## config.mk

```make
export PLATFORM = sky130hd
export DESIGN_NAME = uart_rx_ctrl
export DESIGN_NICKNAME = d
export VERILOG_FILES = /design/src/rtl/uart_pkg.sv /design/src/rtl/uart_rx_fifo.sv /design/src/rtl/uart_rx_ctrl.sv
export SDC_FILE = /design/constraint.sdc
export NUM_CORES = 1
export LEC_CHECK = 0
export ABC_AREA = 1
export BUFFER_PORTS_ARGS = -buffer_cell sky130_fd_sc_hd__buf_2
export CAP_MARGIN = 20
export CORE_MARGIN = 2
export CORE_UTILIZATION = 39
export CTS_CLUSTER_DIAMETER = 80
export CTS_CLUSTER_SIZE = 30
export DETAILED_ROUTE_END_ITERATION = 8
export MAX_ROUTING_LAYER = met4
export SETUP_SLACK_MARGIN = 0.3
export SYNTH_ARGS = -nofsm -noshare
export SYNTH_HDL_FRONTEND = slang
export SYNTH_HIERARCHICAL = 1
export SYNTH_SLANG_ARGS = --single-unit
```

## constraint.sdc

```tcl
create_clock -name clk -period 2.36 [get_ports clk]
set_input_delay 0.118 -clock clk [delete_from_list [all_inputs] [get_ports clk]]
set_output_delay 0.118 -clock clk [all_outputs]
set_load 0.05 [all_outputs]
```

## src/rtl/uart_pkg.sv

```systemverilog
// Shared types and constants for the MiniUart receive path.
package uart_pkg;

   localparam int UART_DIV_W = 16;
   localparam int UART_OVS   = 8;

   typedef enum logic [1:0] {
      IDLE = 2'd0,
      CAPT = 2'd1,
      ACK  = 2'd2,
      WCLR = 2'd3
   } drain_st_e;

endpackage

```

## src/rtl/uart_rx_fifo.sv

```systemverilog
// Byte FIFO, registered pointers; head is combinational (0 when empty).
// Push while full is only accepted together with a pop; pop when empty is ignored.
module uart_rx_fifo #(
   parameter int DEPTH = 4,
   localparam int AW = $clog2(DEPTH),
   localparam int CW = AW + 1
) (
   input  logic          clk,
   input  logic          rst_n,
   input  logic          push,
   input  logic [7:0]    push_dat,
   input  logic          pop,
   output logic [7:0]    head_dat,
   output logic [CW-1:0] count,
   output logic          full,
   output logic          empty
);

   logic [7:0]    mem_q [DEPTH];
   logic [AW-1:0] wr_ptr_q, wr_ptr_d, rd_ptr_q, rd_ptr_d;
   logic [CW-1:0] cnt_q, cnt_d;
   logic          push_ok, pop_ok;

   always_comb begin
      empty    = (cnt_q == '0);
      full     = (cnt_q == CW'(DEPTH));
      pop_ok   = pop && !empty;
      push_ok  = push && (!full || pop_ok);
      wr_ptr_d = push_ok ? wr_ptr_q + AW'(1) : wr_ptr_q;
      rd_ptr_d = pop_ok ? rd_ptr_q + AW'(1) : rd_ptr_q;
      cnt_d    = cnt_q;
      if (push_ok && !pop_ok) begin
         cnt_d = cnt_q + CW'(1);
      end else if (!push_ok && pop_ok) begin
         cnt_d = cnt_q - CW'(1);
      end
      head_dat = empty ? 8'd0 : mem_q[rd_ptr_q];
      count    = cnt_q;
   end

   always_ff @(posedge clk or negedge rst_n) begin
      if (!rst_n) begin
         wr_ptr_q <= '0;
         rd_ptr_q <= '0;
         cnt_q    <= '0;
      end else begin
         wr_ptr_q <= wr_ptr_d;
         rd_ptr_q <= rd_ptr_d;
         cnt_q    <= cnt_d;
      end
   end

   // Storage needs no reset: head is masked to 0 while empty.
   always_ff @(posedge clk) begin
      if (push_ok) begin
         mem_q[wr_ptr_q] <= push_dat;
      end
   end

endmodule

```

## src/rtl/uart_rx_ctrl.sv

```systemverilog
// Receive controller: oversample tick generator, rs/over_read drain FSM, byte FIFO, overrun and irq.
// Byte pushed 2 edges after rx_rs is registered; a full FIFO drops the byte (sets ovr) unless popped that cycle.
module uart_rx_ctrl
   import uart_pkg::*;
#(
   parameter int               DIV_W   = UART_DIV_W,
   parameter logic [DIV_W-1:0] DIV_RST = '0,
   parameter int               DEPTH   = 4
) (
   input  logic                   clk,
   input  logic                   rst_n,
   input  logic                   cfg_en,
   input  logic                   div_we,
   input  logic [DIV_W-1:0]       div_wdata,
   output logic                   en_rx,
   input  logic [7:0]             rx_data,
   input  logic                   rx_rs,
   output logic                   over_read,
   input  logic                   cpu_rd,
   output logic [7:0]             cpu_data,
   output logic                   rx_avail,
   output logic                   rx_full,
   output logic [$clog2(DEPTH):0] rx_count,
   output logic                   ovr,
   input  logic                   ovr_clr,
   input  logic                   irq_en,
   output logic                   irq
);

   logic [DIV_W-1:0] div_q, div_d, tcnt_q, tcnt_d;
   drain_st_e        state_q, state_d;
   logic             rs_q, rs_d;
   logic             ovr_q, ovr_d, irq_q, irq_d;
   logic             fifo_push, fifo_full, fifo_empty, drop;

   assign en_rx = cfg_en && (tcnt_q == '0);

   // A divisor write restarts the period from the new value.
   always_comb begin
      div_d = div_we ? div_wdata : div_q;
      if (div_we) begin
         tcnt_d = div_wdata;
      end else if (!cfg_en || tcnt_q == '0) begin
         tcnt_d = div_q;
      end else begin
         tcnt_d = tcnt_q - DIV_W'(1);
      end
   end

   always_comb begin
      state_d   = state_q;
      fifo_push = 1'b0;
      drop      = 1'b0;
      over_read = 1'b0;
      rs_d      = rx_rs;
      case (state_q)
         IDLE: if (rs_q) state_d = CAPT;
         CAPT: begin
            if (!fifo_full || cpu_rd) begin
               fifo_push = 1'b1;
            end else begin
               drop = 1'b1;
            end
            state_d = ACK;
         end
         ACK: begin
            over_read = 1'b1;
            state_d   = WCLR;
         end
         WCLR: if (!rs_q) state_d = IDLE;
         default: state_d = IDLE;
      endcase
   end

   always_comb begin
      ovr_d = drop | (ovr_q & ~ovr_clr);
      irq_d = irq_en & (rx_avail | ovr_q);
   end

   always_ff @(posedge clk or negedge rst_n) begin
      if (!rst_n) begin
         div_q   <= DIV_RST;
         tcnt_q  <= DIV_RST;
         state_q <= IDLE;
         rs_q    <= 1'b0;
         ovr_q   <= 1'b0;
         irq_q   <= 1'b0;
      end else begin
         div_q   <= div_d;
         tcnt_q  <= tcnt_d;
         state_q <= state_d;
         rs_q    <= rs_d;
         ovr_q   <= ovr_d;
         irq_q   <= irq_d;
      end
   end

   assign ovr      = ovr_q;
   assign irq      = irq_q;
   assign rx_avail = !fifo_empty;
   assign rx_full  = fifo_full;

   uart_rx_fifo #(.DEPTH(DEPTH)) u_fifo (
      .clk      (clk),
      .rst_n    (rst_n),
      .push     (fifo_push),
      .push_dat (rx_data),
      .pop      (cpu_rd),
      .head_dat (cpu_data),
      .count    (rx_count),
      .full     (fifo_full),
      .empty    (fifo_empty)
   );

endmodule

```

== After elaboration in Yosys (flattened, before gate mapping) ==
Memory sizes are Yosys's and may differ from the RTL's.
Index checks and enable logic that the tools add are counted.

* Register bits: 44
* Bits in latches: 0
* RAM bits: 32
* Bits in read-only memories: 0
* Output and inout port bits: 17
* Logic and storage cells: 59
* Memories: 1

* Add/subtract/negate cells: 5
* Multiply operators: 0
* Div/mod/pow operators: 0
* $lt $le $gt $ge: 0
* Equal/unequal tests: 6
* Shifts and indexed selects: 0
* Mux-type cells: 15
* Bitwise logic cells: 5
* Reductions and logical operators: 18

{| class="wikitable"
|+ Memories
! memory !! depth !! bits a word !! rd ports !! clocked after memory_dff !! write ports !! RTL line !! RTL
|-
| u_fifo.mem_q || 4 || 8 || 1 || 0 || 1 || uart_rx_fifo.sv:19 || <nowiki>logic [7:0] mem_q [DEPTH];</nowiki>
|}

{| class="wikitable"
|+ Operator list
! cell !! number
|-
| $mux 16 || 2
|-
| $logic_not 16->1 || 1
|-
| $sub 16x1->16 const B || 1
|-
| $mux 8 || 1
|-
| $pmux 2 s4 || 1
|-
| $mux 1 || 7
|-
| $mux 3 || 2
|-
| $logic_and 1x1->1 || 5
|-
| $logic_not 1->1 || 5
|-
| $add 2x1->2 const B || 2
|-
| $eq 2x2->1 const B || 2
|-
| $mux 2 || 2
|-
| $ne 2x2->1 const B || 2
|-
| $add 3x1->3 const B || 1
|-
| $eq 3x3->1 const B || 1
|-
| $logic_not 3->1 || 1
|-
| $logic_or 1x1->1 || 3
|-
| $sub 3x1->3 const B || 1
|-
| $and 1x1->1 || 2
|-
| $eq 2x1->1 const B || 1
|-
| $logic_not 2->1 || 1
|-
| $or 1x1->1 || 2
|-
| $reduce_and 2->1 || 1
|-
| $reduce_bool 2->1 || 1
|-
| $not 1->1 || 1
|}

== Depth between registers and ports, before layout ==
Gate-level depths: netlist of the first run.

* Depth after elaboration: 10
* Mapped depth: 13
* Mapped depth without buffers: 13

== Modules after synthesis ==
The synthesis of the first run kept the hierarchy.

{| class="wikitable"
|+ By module, submodules not included
! module !! instances !! cells each !! area each (um^2)
|-
| uart_rx_ctrl || 1 || 261 || 2,083.2
|-
| uart_rx_fifo || 1 || 184 || 1,833.0
|}

== Least setup slack after synthesis of the first run ==
Ideal clock, no wire load.

* Path type: register to register
* Start point: register u_fifo.cnt_q[2], in the netlist u_fifo/count[2]
* End point: register u_fifo.cnt_q[1], in the netlist u_fifo/count[1]
* Library setup time: 118 ps
* Data arrival time: 3,362 ps
* Path slack: -1,120 ps
* Cell stages (with the launch flop): 11
* Path buffers: 0
* Clock period less this slack: 3,480 ps
* Cells stage by stage: dfrtp_1 > inv_1 > nor3_1 > a21boi_0 > nand2_2 > inv_1 > ha_1 > inv_1 > fa_1 > nand2_1 > nand2_1

{| class="wikitable"
|+ RTL lines
! what !! RTL line !! RTL
|-
| start: declaration || uart_rx_fifo.sv:21 || <nowiki>logic [CW-1:0] cnt_q, cnt_d;</nowiki>
|-
| start signal: assignment || uart_rx_fifo.sv:49 || <nowiki>cnt_q <= cnt_d;</nowiki>
|-
| $eq 3x3->1 || uart_rx_fifo.sv:26 || <nowiki>full = (cnt_q == CW'(DEPTH));</nowiki>
|-
| via rx_full || uart_rx_ctrl.sv:22 || <nowiki>output logic rx_full,</nowiki>
|-
| $logic_not 1->1 || uart_rx_ctrl.sv:59 || <nowiki>if (!fifo_full || cpu_rd) begin</nowiki>
|-
| $logic_or 1x1->1 || uart_rx_ctrl.sv:59 ||
|-
| $mux 1 || uart_rx_ctrl.sv:59 ||
|-
| $mux 1 || uart_rx_ctrl.sv:56 || <nowiki>case (state_q)</nowiki>
|-
| via fifo_push || uart_rx_ctrl.sv:34 || <nowiki>logic fifo_push, fifo_full, fifo_empty, drop;</nowiki>
|-
| $logic_and 1x1->1 || uart_rx_fifo.sv:28 || <nowiki>push_ok = push && (!full || pop_ok);</nowiki>
|-
| via u_fifo.push_ok || uart_rx_fifo.sv:22 || <nowiki>logic push_ok, pop_ok;</nowiki>
|-
| $logic_and 1x1->1 || uart_rx_fifo.sv:32 || <nowiki>if (push_ok && !pop_ok) begin</nowiki>
|-
| $mux 3 || uart_rx_fifo.sv:32 ||
|-
| via u_fifo.cnt_d[1] || uart_rx_fifo.sv:21 ||
|}

The timed path passes the listed nets, and every way through them passes these cells.
A chain may end at the register's enable or synchronous reset.

== Final worst setup path of the first run ==
* Start point: register tcnt_q[0]
* End point: output port en_rx

* Longest elaborated chain between the ends: 2

{| class="wikitable"
|+ Ends and longest elaborated chain
! what !! RTL line !! RTL
|-
| start: declaration || uart_rx_ctrl.sv:30 || <nowiki>logic [DIV_W-1:0] div_q, div_d, tcnt_q, tcnt_d;</nowiki>
|-
| start signal: assignment || uart_rx_ctrl.sv:90 || <nowiki>tcnt_q <= tcnt_d;</nowiki>
|-
| $logic_not 16->1 || uart_rx_ctrl.sv:36 || <nowiki>assign en_rx = cfg_en && (tcnt_q == '0);</nowiki>
|-
| $logic_and 1x1->1 || uart_rx_ctrl.sv:36 ||
|-
| end: declaration || uart_rx_ctrl.sv:15 || <nowiki>output logic en_rx,</nowiki>
|}

No other way between the ends.

==> results.sh, run 1 <==
export IMPL_port_buffers=48
export IMPL_rsz_0062_raised_after_global_routing="no"
export IMPL_design_core_area_mm2=0.00977
export IMPL_dpl_hpwl_mm=5.61
export IMPL_avgViaCountPerCell=4.57
export IMPL_fin_nets=577
export IMPL_fin_crit_sh_pct=82.5
export IMPL_main_combinational_cell_family_by_area_after_synthesis="simple AND/OR/NAND/NOR gates"
export IMPL_critical_path_class="flip-flop to output port"
export IMPL_powerDensity_mw_per_mm2=1040
export IMPL_post_synth_most_frequent_cells="sky130_fd_sc_hd__nand2_1, sky130_fd_sc_hd__inv_1, sky130_fd_sc_hd__dfrtp_1"
export IMPL_cp_endpoint="en_rx"
export IMPL_critPathRequiredTime_ns=2.24
export IMPL_post_drt_wl_per_cell_um=12.0
export IMPL_clkSinkCount=76
export IMPL_final_setup_viol_count=0
export IMPL_cell_at_the_root_of_the_clock_tree="sky130_fd_sc_hd__clkbuf_8"
export IMPL_drt_initial_drc_count=84
export IMPL_syn_area_mm2=0.00392
export IMPL_vdd_ir_drop_max_uv=556
export IMPL_synth_sequential_area_ratio_pct=52.7
export IMPL_floorplan_rows=36
export IMPL_pin_slew_with_the_least_headroom_to_its_limit_ns=0.653
export IMPL_total_power_consumption_of_the_routed_design_mw=5.08
export IMPL_die_extent_in_y_um=104
export IMPL_gp_congestion=0.837
export IMPL_share_of_synthesized_flip_flops_with_an_asynchronous_set_or_reset_pct=57.9
export IMPL_ioPinCount=49
export IMPL_die_w_um=104
export IMPL_wl_mm=8.08
export IMPL_num_antenna_cells=0
export IMPL_grt_start_max_net_pins=30
export IMPL_synth_compound_area_share_pct=4.66
export IMPL_setup_total_negative_slack_ns=0
export IMPL_synth_area_top_cells="sky130_fd_sc_hd__dfrtp_1, sky130_fd_sc_hd__edfxtp_1, sky130_fd_sc_hd__nand2_1"
export IMPL_grt_overflow_total=0
export IMPL_antenna_found_initial=0
export IMPL_post_synth_fa_ha_maj_area_fraction_pct=4.03
export IMPL_initial_utilization_pct=40.1
export IMPL_crit_slowest_cell="sky130_fd_sc_hd__dfrtp_1"
export IMPL_max_clock_freq_mhz=514
export IMPL_crit_start="tcnt_q[0]"
export IMPL_clock_skew_final_ns=0.00882
export IMPL_cts_tree="built"
export IMPL_crit_fanout=8
export IMPL_r2r_cell_count=12
export IMPL_synth_yosys_warnings=6
export IMPL_final_hold_violation_count=0
export IMPL_crit_chain="inv_1, ha_2, nand2_4, nor2_8, nand2_1, nor3_4, buf_6"
export IMPL_die_outline_area_mm2=0.0109
export IMPL_dp_slack_ns=0.225
export IMPL_synthMostInstantiatedCell="sky130_fd_sc_hd__nand2_1"
export IMPL_remaining_antenna_violation_count_after_routing=0
export IMPL_report_final_slew_viol_count=0
export IMPL_status="finished, final reports clean"
export IMPL_areaGrowthSynthToFinish_pct=24.4
export IMPL_clock_latency_ns=0.36
export IMPL_vias=3067
export IMPL_post_synth_cell_area_avg_um2=8.80
export IMPL_placed_cells_incl_taps=625
export IMPL_first_pass_grt_wire_length_mm=14.2
export IMPL_min_delay_path_class="primary input to flip-flop"
export IMPL_synth_xor_area_share_pct=2.01
export IMPL_synth_seq_cells=76
export IMPL_yosys_mux_area_fraction_pct=0.288
export IMPL_endpoint_arrival_time_on_the_critical_path_ns=1.83
export IMPL_grt_util_all_layers_pct=16.4
export IMPL_path_clk_slew_ns=0.08
export IMPL_synth_distinct_cells=34
export IMPL_cts_htree_levels=3
export IMPL_synthSimpleGateAreaFrac_pct=26.7
export IMPL_r2r_start="state_q[1]"
export IMPL_route_detailed_drc=0
export IMPL_endpoint_of_the_lowest_slack_register_to_register_path="u_fifo/count[2]"
export IMPL_netlist_top_cell_by_area="sky130_fd_sc_hd__dfrtp_1"
export IMPL_number_of_global_route_vias_before_repair=3147
export IMPL_cp_start_kind="flip-flop"
export IMPL_yosys_area_top_type_share_pct=28.1
export IMPL_ff2ff_setup_slack_ns=0.44
export IMPL_cts_path_max_buffers=2
export IMPL_syn_nets=489
export IMPL_final_layout_size_suffix_gt1_share_pct=22.1
export IMPL_finalCriticalPeriod_ns=1.95
export IMPL_final_critical_path_setup_slack_ns=0.413
export IMPL_final_non_filler_cell_total=671
export IMPL_synth_ff_type="sky130_fd_sc_hd__dfrtp_1"
export IMPL_max_cap_violations=0
export IMPL_syn_inst=445
export IMPL_timing_critical_path_slowest_cell_delay_ns=0.40
export IMPL_max_slew_margin_pct=56.4
export IMPL_cellLeakagePower_nw=2.46
export IMPL_end_kind="output port"
export IMPL_drt_pass1_iterations=4
export IMPL_cts_made_buffers=9
export IMPL_synth_edf_count=32
registers in the layout, indices dropped and copies added (netlist names):
signal,flops
div_q,16
irq,1
ovr,1
rs_q,1
state_q,2
tcnt_q,16
u_fifo/count,3
u_fifo/mem_q,32
u_fifo/rd_ptr_q,2
u_fifo/wr_ptr_q,2
through the flow:
step	instance area, um2	util (%)	hold slack (ns)
final	4870	49.9	0.0582
after global routing	4870	49.9	0.0967
after CTS	4830	49.4	0.0351
after detailed placement	4340	44.4	0.189
after global placement	4340	44.4	0.190
after floorplan	3950	-	-0.178
where the power goes:
| part | internal (mW) | switching (mW) | total, mW | leakage (nW) |
|---|---|---|---|---|
| clock network | 0.509 | 0.537 | 1.05 | 0.104 |
| registers | 1.63 | 0.171 | 1.80 | 0.818 |
| logic | 0.697 | 1.54 | 2.23 | 1.54 |
layout make-up:
type | count | area [um2]
fill | 939 | 4900
sequential | 76 | 2070
multi-input combinational | 283 | 1540
timing repair buffer | 87 | 607
inverter | 76 | 290
tap | 133 | 166
clock buffer | 9 | 124
clock inverter | 7 | 82.6
worst min-delay path by stage:
stage,start,end,slack [ns],depth (start not counted)
6_report,cpu_rd,u_fifo/rd_ptr_q[0],0.06,3
3_5_place_dp,rst_n,div_q[9],0.19,1
3_3_place_gp,rst_n,div_q[9],0.19,1
2_1_floorplan,rst_n,div_q[0],-0.18,0
4_1_cts,cpu_rd,u_fifo/rd_ptr_q[0],0.04,3
5_1_grt,cpu_rd,u_fifo/rd_ptr_q[0],0.1,3
critical path, delay by kind of cell, from the launching register on:
family                     cells  cell delay [ns]
buffers and inverters          2             0.28
DFF                            1             0.40
and+or+nand+nor                4             0.55
adders and majority gates      1             0.24
logic make-up after synthesis:
kind of cell	Yosys count
compound gates	31
xor+xnor	9
fa+ha+maj	12
buf+inv	86
flops	76
mux	1
simple gates	230
placed cells by master (no fill, tap or decap), drive strengths merged:
master / n
fa: 1
nand4: 1
buf: 60
bufinv: 1
inv: 80
nor2: 28
dlygate4sd3: 27
nand3b: 4
mux2: 1
o21ai: 18
nand3: 39
a21boi: 2
xor2: 1
xnor2: 8
edfxtp: 32
nor3: 3
clkbuf: 9
clkinvlp: 1
dfrtp: 44
ha: 11
clkinv: 1
nand2: 155
a21oi: 11
routing by layer:
metal  vias up  track usage [%]  wire, um  part of all wire, %
met4         0             4.15        51                 0.63
met2        55             28.0      4150                   51
met1      1446             19.6      3580                   44
li1       1560                -         -                    -
met3         6             4.14       302                  3.7
met5         -                -         0                    0
timing repair:
| action | CTS | global route |
|---|---|---|
| gates cloned | 0 | 0 |
| endpoints found under the setup margin | 2 | 3 |
| buffers inserted | 0 | 3 |
| pin swaps | 0 | 2 |
| endpoints found under the hold margin | 92 | 0 |
| resized for setup | 3 | 7 |
| hold buffers | 27 | 0 |
(Power assumes the default switching activity.)
==> inputs of run 2 (changes only) <==
==> constraint.sdc (replaced) <==
create_clock -name clk -period 1.9 [get_ports clk]
set_input_delay 0.095 -clock clk [delete_from_list [all_inputs] [get_ports clk]]
set_output_delay 0.095 -clock clk [all_outputs]
set_load 0.05 [all_outputs]
==> run 2 against run 1 <==
  * Cell area up 9.2%
  * Global-route usage up 0.080 points
  * Total power up 34%
  * First-iteration DRC count down 1.2%
  * Sequential share of layout area down 3.5 points
  * Combinational power up 53%
  * Routed wire length up 2.7%
  * Register-to-register slack worse by 0.34 ns
  * Critical path depth up 5
  * Die area unchanged
  * Clock skew down 0.0014 ns
  * Sequential power up 24%
  * Critical path type is now flip-flop to flip-flop
  * Critical endpoint is now u_fifo/count[2]
  * Largest power group unchanged
==> results.sh, run 2 (synthesized netlist as in run 1, its figures left out) <==
export IMPL_port_buffers=48
export IMPL_die_w_um=104
export IMPL_cellLeakagePower_nw=2.63
export IMPL_max_slew_margin_pct=67.9
export IMPL_clock_skew_final_ns=0.00745
export IMPL_dpl_hpwl_mm=5.49
export IMPL_avgViaCountPerCell=4.51
export IMPL_grt_overflow_total=0
export IMPL_post_drt_wl_per_cell_um=11.8
export IMPL_cts_htree_levels=3
export IMPL_areaGrowthSynthToFinish_pct=35.9
export IMPL_cellInternalPower_mw=3.81
export IMPL_crit_slowest_cell="sky130_fd_sc_hd__dfrtp_1"
export IMPL_grt_util_all_layers_pct=16.5
export IMPL_route_detailed_drc=0
export IMPL_grt_start_max_net_pins=30
export IMPL_drt_pass1_iterations=4
export IMPL_swShare_pct=44.1
export IMPL_first_pass_grt_wire_length_mm=14.0
export IMPL_cp_start_kind="flip-flop"
export IMPL_crit_chain="inv_2, ha_4, a21boi_4, nand2_2, inv_2, ha_4, inv_4, fa_2, nand2_2, nand3_2, nand2_1, nand2_1"
export IMPL_num_antenna_cells=0
export IMPL_die_outline_area_mm2=0.0109
export IMPL_design_core_area_mm2=0.00977
export IMPL_setup_total_negative_slack_ns=0
export IMPL_clkSinkCount=76
export IMPL_critPathRequiredTime_ns=2.15
export IMPL_pwr_share_clk_pct=17.0
export IMPL_power_sequential_fraction_pct=32.9
export IMPL_rsz_0062_raised_after_global_routing="yes"
export IMPL_status="finished, final reports clean"
export IMPL_final_layout_size_suffix_gt1_share_pct=32.5
export IMPL_highest_count_cells_in_the_layout_ignoring_fill_and_taps="sky130_fd_sc_hd__nand2_1, sky130_fd_sc_hd__inv_1, sky130_fd_sc_hd__buf_2"
export IMPL_remaining_antenna_violation_count_after_routing=0
export IMPL_max_cap_violations=0
export IMPL_initial_utilization_pct=40.1
export IMPL_fin_crit_sh_pct=94.9
export IMPL_drt_initial_drc_count=83
export IMPL_end_kind="flip-flop"
export IMPL_path_clk_slew_ns=0.09
export IMPL_power_share_combinational_pct=50.1
export IMPL_largest_reg_flops=32
export IMPL_fin_nets=609
export IMPL_die_extent_in_y_um=104
export IMPL_vdd_ir_drop_max_uv=799
export IMPL_endpoint_arrival_time_on_the_critical_path_ns=2.05
export IMPL_top_register="u_fifo/mem_q"
export IMPL_final_hold_violation_count=0
export IMPL_floorplan_rows=36
export IMPL_vias=3169
export IMPL_max_clock_freq_mhz=554
export IMPL_wl_mm=8.30
export IMPL_timing_critical_path_slowest_cell_delay_ns=0.39
export IMPL_cell_at_the_root_of_the_clock_tree="sky130_fd_sc_hd__clkbuf_8"
export IMPL_crit_fanout=2
export IMPL_cts_path_max_buffers=2
export IMPL_min_delay_path_class="primary input to flip-flop"
export IMPL_cts_made_buffers=9
export IMPL_antenna_found_initial=0
export IMPL_gp_congestion=0.911
export IMPL_finalCriticalPeriod_ns=1.80
export IMPL_pin_slew_with_the_least_headroom_to_its_limit_ns=0.481
export IMPL_powerDensity_mw_per_mm2=1280
export IMPL_final_non_filler_cell_total=703
export IMPL_final_critical_path_setup_slack_ns=0.0961
export IMPL_critical_path_class="flip-flop to flip-flop"
export IMPL_dp_slack_ns=-0.0255
export IMPL_ioPinCount=49
export IMPL_number_of_global_route_vias_before_repair=3135
export IMPL_layout_cells_most_common="sky130_fd_sc_hd__nand2_1"
export IMPL_clock_latency_ns=0.35
export IMPL_p_sw_mw=3.00
export IMPL_final_setup_viol_count=0
export IMPL_report_final_slew_viol_count=0
export IMPL_cts_tree="built"
export IMPL_placed_cells_incl_taps=631
export IMPL_top_regs="u_fifo/mem_q (32), div_q (16), tcnt_q (16)"
## run 2: critical path: cells and delay by family (launching register included)
family | cells | cell delay, ns
flip-flops | 1 | 0.39
AO/OA/AOI/OAI | 1 | 0.17
AND/OR/NAND/NOR | 5 | 0.36
buffers and inverters | 3 | 0.18
adder cells (fa/ha/maj) | 3 | 0.61
## run 2: final cells by class
type                    instances  area [um2]
clock buffers                   9         124
clock inverters                 7        57.6
fillers                       888        4450
flip-flops and latches         76        2070
inverters                      76         298
well taps                     133         166
repair buffers                119         927
multi-input cells             283        1680
## run 2: worst paths after layout
check	startpoint	end	slack, ns	cells after the start
setup / recovery	state_q[1]	u_fifo/count[2]	0.1	12
min in group asynchronous	rst_n	u_fifo/count[1]	0.22	2
setup reg to reg	state_q[1]	u_fifo/count[2]	0.1	12
max in group asynchronous	rst_n	tcnt_q[2]	1.07	3
hold reg to reg	div_q[13]	div_q[13]	0.49	2
hold / removal	cpu_rd	u_fifo/rd_ptr_q[0]	0.02	3
## run 2: metal layers
| layer | vias up | global-route usage [%] | wire length [um] |
|---|---|---|---|
| li1 | 1630 | - | - |
| met1 | 1455 | 17.9 | 3520 |
| met2 | 73 | 29.5 | 4390 |
| met3 | 11 | 3.95 | 291 |
| met4 | 0 | 5.89 | 99 |
| met5 | - | - | 0 |
## run 2: metrics by stage
| stage | cell area, um2 | util [%] | hold WS (ns) | power (mW) |
|---|---|---|---|---|
| finish | 5320 | 54.5 | 0.0176 | 6.81 |
| global route | 5320 | 54.5 | 0.0161 | 7.26 |
| CTS | 5150 | 52.7 | 0.00166 | 6.67 |
| detailed placement | 4420 | 45.2 | 0.0801 | 5.06 |
| global placement | 4420 | 45.2 | 0.0763 | 5.00 |
| floorplan | 3990 | - | -0.201 | 4.39 |
## run 2: timing repair
item / in CTS / in global routing
pin swaps: 11 / 5
hold endpoints to repair: 83 / 0
buffers inserted: 20 / 9
endpoints found under the setup margin: 33 / 58
hold buffers: 27 / 0
gates cloned: 0 / 0
resized for setup: 35 / 31
## run 2: power by group through the flow
| stage | clock network, mW | registers [mW] | logic (mW) |
|---|---|---|---|
| floorplan | 0 | 2.36 | 2.03 |
| global placement | 0 | 2.26 | 2.74 |
| detailed placement | 0 | 2.27 | 2.79 |
| CTS | 1.20 | 2.24 | 3.23 |
| global route | 1.28 | 2.28 | 3.70 |
| finish | 1.16 | 2.24 | 3.41 |
==> inputs of run 3 (changes only) <==
--- a/config.mk
+++ b/config.mk
@@ -8,7 +8,6 @@
 export ABC_AREA = 1
 export BUFFER_PORTS_ARGS = -buffer_cell sky130_fd_sc_hd__buf_2
 export CAP_MARGIN = 20
-export CORE_MARGIN = 2
 export CORE_UTILIZATION = 39
 export CTS_CLUSTER_DIAMETER = 80
 export CTS_CLUSTER_SIZE = 30
==> run 3 against run 2 <==
  * Die area shrank 3.8%
  * Critical path depth is the same
  * Clock skew about the same
  * Routed wire length is 1.2% lower
==> results.sh, run 3 (synthesized netlist as in run 1, its figures left out) <==
export IMPL_wl_mm=8.20
export IMPL_final_layout_size_suffix_gt1_share_pct=31.1
export IMPL_wl_met3_um=261
export IMPL_clock_latency_ns=0.35
export IMPL_finalCriticalPeriod_ns=1.81
export IMPL_cts_tree="built"
export IMPL_highest_signal_layer="met4"
export IMPL_gp_congestion=0.858
export IMPL_dp_slack_ns=-0.0765
export IMPL_ff2ff_setup_slack_ns=0.09
export IMPL_cellLeakagePower_nw=2.64
export IMPL_max_slew_margin_pct=78.5
export IMPL_fin_crit_sh_pct=95.1
export IMPL_drt_initial_drc_count=107
export IMPL_endpoint_of_the_lowest_slack_register_to_register_path="u_fifo/count[2]"
export IMPL_final_setup_viol_count=0
export IMPL_critPathRequiredTime_ns=2.14
export IMPL_die_outline_area_mm2=0.0104
export IMPL_largest_reg_flops=32
export IMPL_num_antenna_cells=0
export IMPL_wl_met2_mm=4.29
export IMPL_cts_htree_levels=3
export IMPL_rsz_0062_raised_after_global_routing="yes"
export IMPL_grt_util_all_layers_pct=17.4
export IMPL_cellInternalPower_mw=3.89
export IMPL_cell_at_the_root_of_the_clock_tree="sky130_fd_sc_hd__clkbuf_8"
export IMPL_avgViaCountPerCell=4.49
export IMPL_ioPinCount=49
export IMPL_dpl_hpwl_mm=5.38
export IMPL_cts_path_max_buffers=2
export IMPL_first_pass_grt_wire_length_mm=13.3
export IMPL_end_kind="flip-flop"
export IMPL_hold_wc_startpoint="cpu_rd"
export IMPL_route_detailed_drc=0
export IMPL_antenna_found_initial=0
export IMPL_highest_count_cells_in_the_layout_ignoring_fill_and_taps="sky130_fd_sc_hd__nand2_1, sky130_fd_sc_hd__inv_1, sky130_fd_sc_hd__buf_4"
export IMPL_design_core_area_mm2=0.00977
export IMPL_fin_area_mm2=0.00535
export IMPL_ff_latch_area_mm2=0.00207
export IMPL_power_share_combinational_pct=48.9
export IMPL_pin_slew_with_the_least_headroom_to_its_limit_ns=0.321
export IMPL_path_clk_slew_ns=0.08
export IMPL_grt_start_max_net_pins=45
export IMPL_total_power_consumption_of_the_routed_design_mw=6.81
export IMPL_powerDensity_mw_per_mm2=1270
export IMPL_p_sw_mw=2.93
export IMPL_status="finished, final reports clean"
export IMPL_met1Wirelength_mm=3.56
export IMPL_grt_overflow_total=0
export IMPL_n_fill_cell=901
export IMPL_max_cap_violations=0
export IMPL_top_register="u_fifo/mem_q"
export IMPL_cp_start_kind="flip-flop"
export IMPL_final_non_filler_cell_total=702
export IMPL_max_clock_freq_mhz=554
export IMPL_r2r_start="state_q[1]"
export IMPL_vdd_ir_drop_max_uv=1010
export IMPL_port_buffers=48
export IMPL_initial_utilization_pct=40.1
export IMPL_post_drt_wl_per_cell_um=11.7
export IMPL_placed_cells_incl_taps=631
export IMPL_floorplan_rows=36
export IMPL_multi_input_comb_area_mm2=0.00168
export IMPL_remaining_antenna_violation_count_after_routing=0
export IMPL_cts_made_buffers=9
export IMPL_swShare_pct=43.0
export IMPL_final_critical_path_setup_slack_ns=0.0940
export IMPL_fin_nets=608
export IMPL_die_w_um=102
export IMPL_whs_path_cells=3
export IMPL_number_of_global_route_vias_before_repair=3072
export IMPL_critical_path_class="flip-flop to flip-flop"
export IMPL_min_delay_path_class="primary input to flip-flop"
export IMPL_endpoint_arrival_time_on_the_critical_path_ns=2.05
export IMPL_clkSinkCount=76
export IMPL_layout_cells_most_common="sky130_fd_sc_hd__nand2_1"
export IMPL_die_extent_in_y_um=102
export IMPL_report_final_slew_viol_count=0
export IMPL_post_dp_cell_area_mm2=0.00443
export IMPL_vias=3152
export IMPL_power_sequential_fraction_pct=32.8
export IMPL_drt_pass1_iterations=4
export IMPL_r2r_cell_count=12
export IMPL_top_regs="u_fifo/mem_q (32), div_q (16), tcnt_q (16)"
export IMPL_areaGrowthSynthToFinish_pct=36.5
export IMPL_pwr_share_clk_pct=18.3
export IMPL_crit_fanout=2
export IMPL_clock_skew_final_ns=0.00700
export IMPL_min_to="u_fifo/rd_ptr_q[0]"
export IMPL_final_hold_violation_count=0
run 3: critical path: stages, from the launching register on:
cell and delay [ns]:
sky130_fd_sc_hd__dfrtp_1 0.41, sky130_fd_sc_hd__inv_2 0.09, sky130_fd_sc_hd__ha_4 0.13, sky130_fd_sc_hd__a21boi_4 0.17
sky130_fd_sc_hd__nand2_2 0.07, sky130_fd_sc_hd__inv_2 0.06, sky130_fd_sc_hd__ha_4 0.14, sky130_fd_sc_hd__inv_4 0.04
sky130_fd_sc_hd__fa_2 0.36, sky130_fd_sc_hd__inv_2 0.07, sky130_fd_sc_hd__nand2_2 0.05, sky130_fd_sc_hd__nand4_1 0.07
sky130_fd_sc_hd__nand2_1 0.05
run 3: layer usage:
metal,up-vias,global-route usage [%]
li1,1616,-
met1,1468,18.4
met2,59,31.8
met3,9,3.97
met4,0,5.82
met5,-,-
run 3: worst max-delay path by stage:
stage          slack, ns            start  cells past startpoint               to
2_1_floorplan      -0.37  u_fifo/count[2]                     10  u_fifo/count[1]
3_3_place_gp        0.05       state_q[1]                     12  u_fifo/count[2]
3_5_place_dp       -0.08       state_q[1]                     12  u_fifo/count[2]
4_1_cts              0.1       state_q[1]                     12  u_fifo/count[2]
5_1_grt            -0.03  u_fifo/count[1]                     10  u_fifo/count[2]
6_report            0.09       state_q[1]                     12  u_fifo/count[2]
run 3: through the flow:
step	hold WS, ns	setup TNS [ns]	utilization [%]
3_5_place_dp	0.0959	-0.0765	45.3
5_1_grt	0.0401	-0.0287	54.7
4_1_cts	0.00297	0	52.7
2_1_floorplan	-0.201	-0.718	-
3_3_place_gp	0.0920	0	45.3
6_report	0.0270	0	54.7
run 3: cell type report:
| type | instances | share of cell area [%] |
|---|---|---|
| clock buffers | 10 | 2.39 |
| clock inverters | 6 | 1.33 |
| repair buffers | 118 | 17.6 |
| well taps | 133 | 3.11 |
| inverters | 76 | 5.57 |
| multi-input cells | 283 | 31.3 |
| flip-flops and latches | 76 | 38.7 |
run 3: timing repair:
item                       4_1_cts  5_1_grt
hold buffers                    27        0
gates resized for setup         39       26
hold endpoints to repair       109        0
pin swaps                        6       18
setup endpoints to repair       57       56
buffers inserted                13       15
run 3: power groups by stage:
stage / clock [mW] / sequential [mW] / combinational [mW]
6_report: 1.25 / 2.23 / 3.34
5_1_grt: 1.35 / 2.27 / 3.66
4_1_cts: 1.30 / 2.23 / 3.26
3_5_place_dp: 0 / 2.28 / 2.79
3_3_place_gp: 0 / 2.26 / 2.73
2_1_floorplan: 0 / 2.36 / 2.03
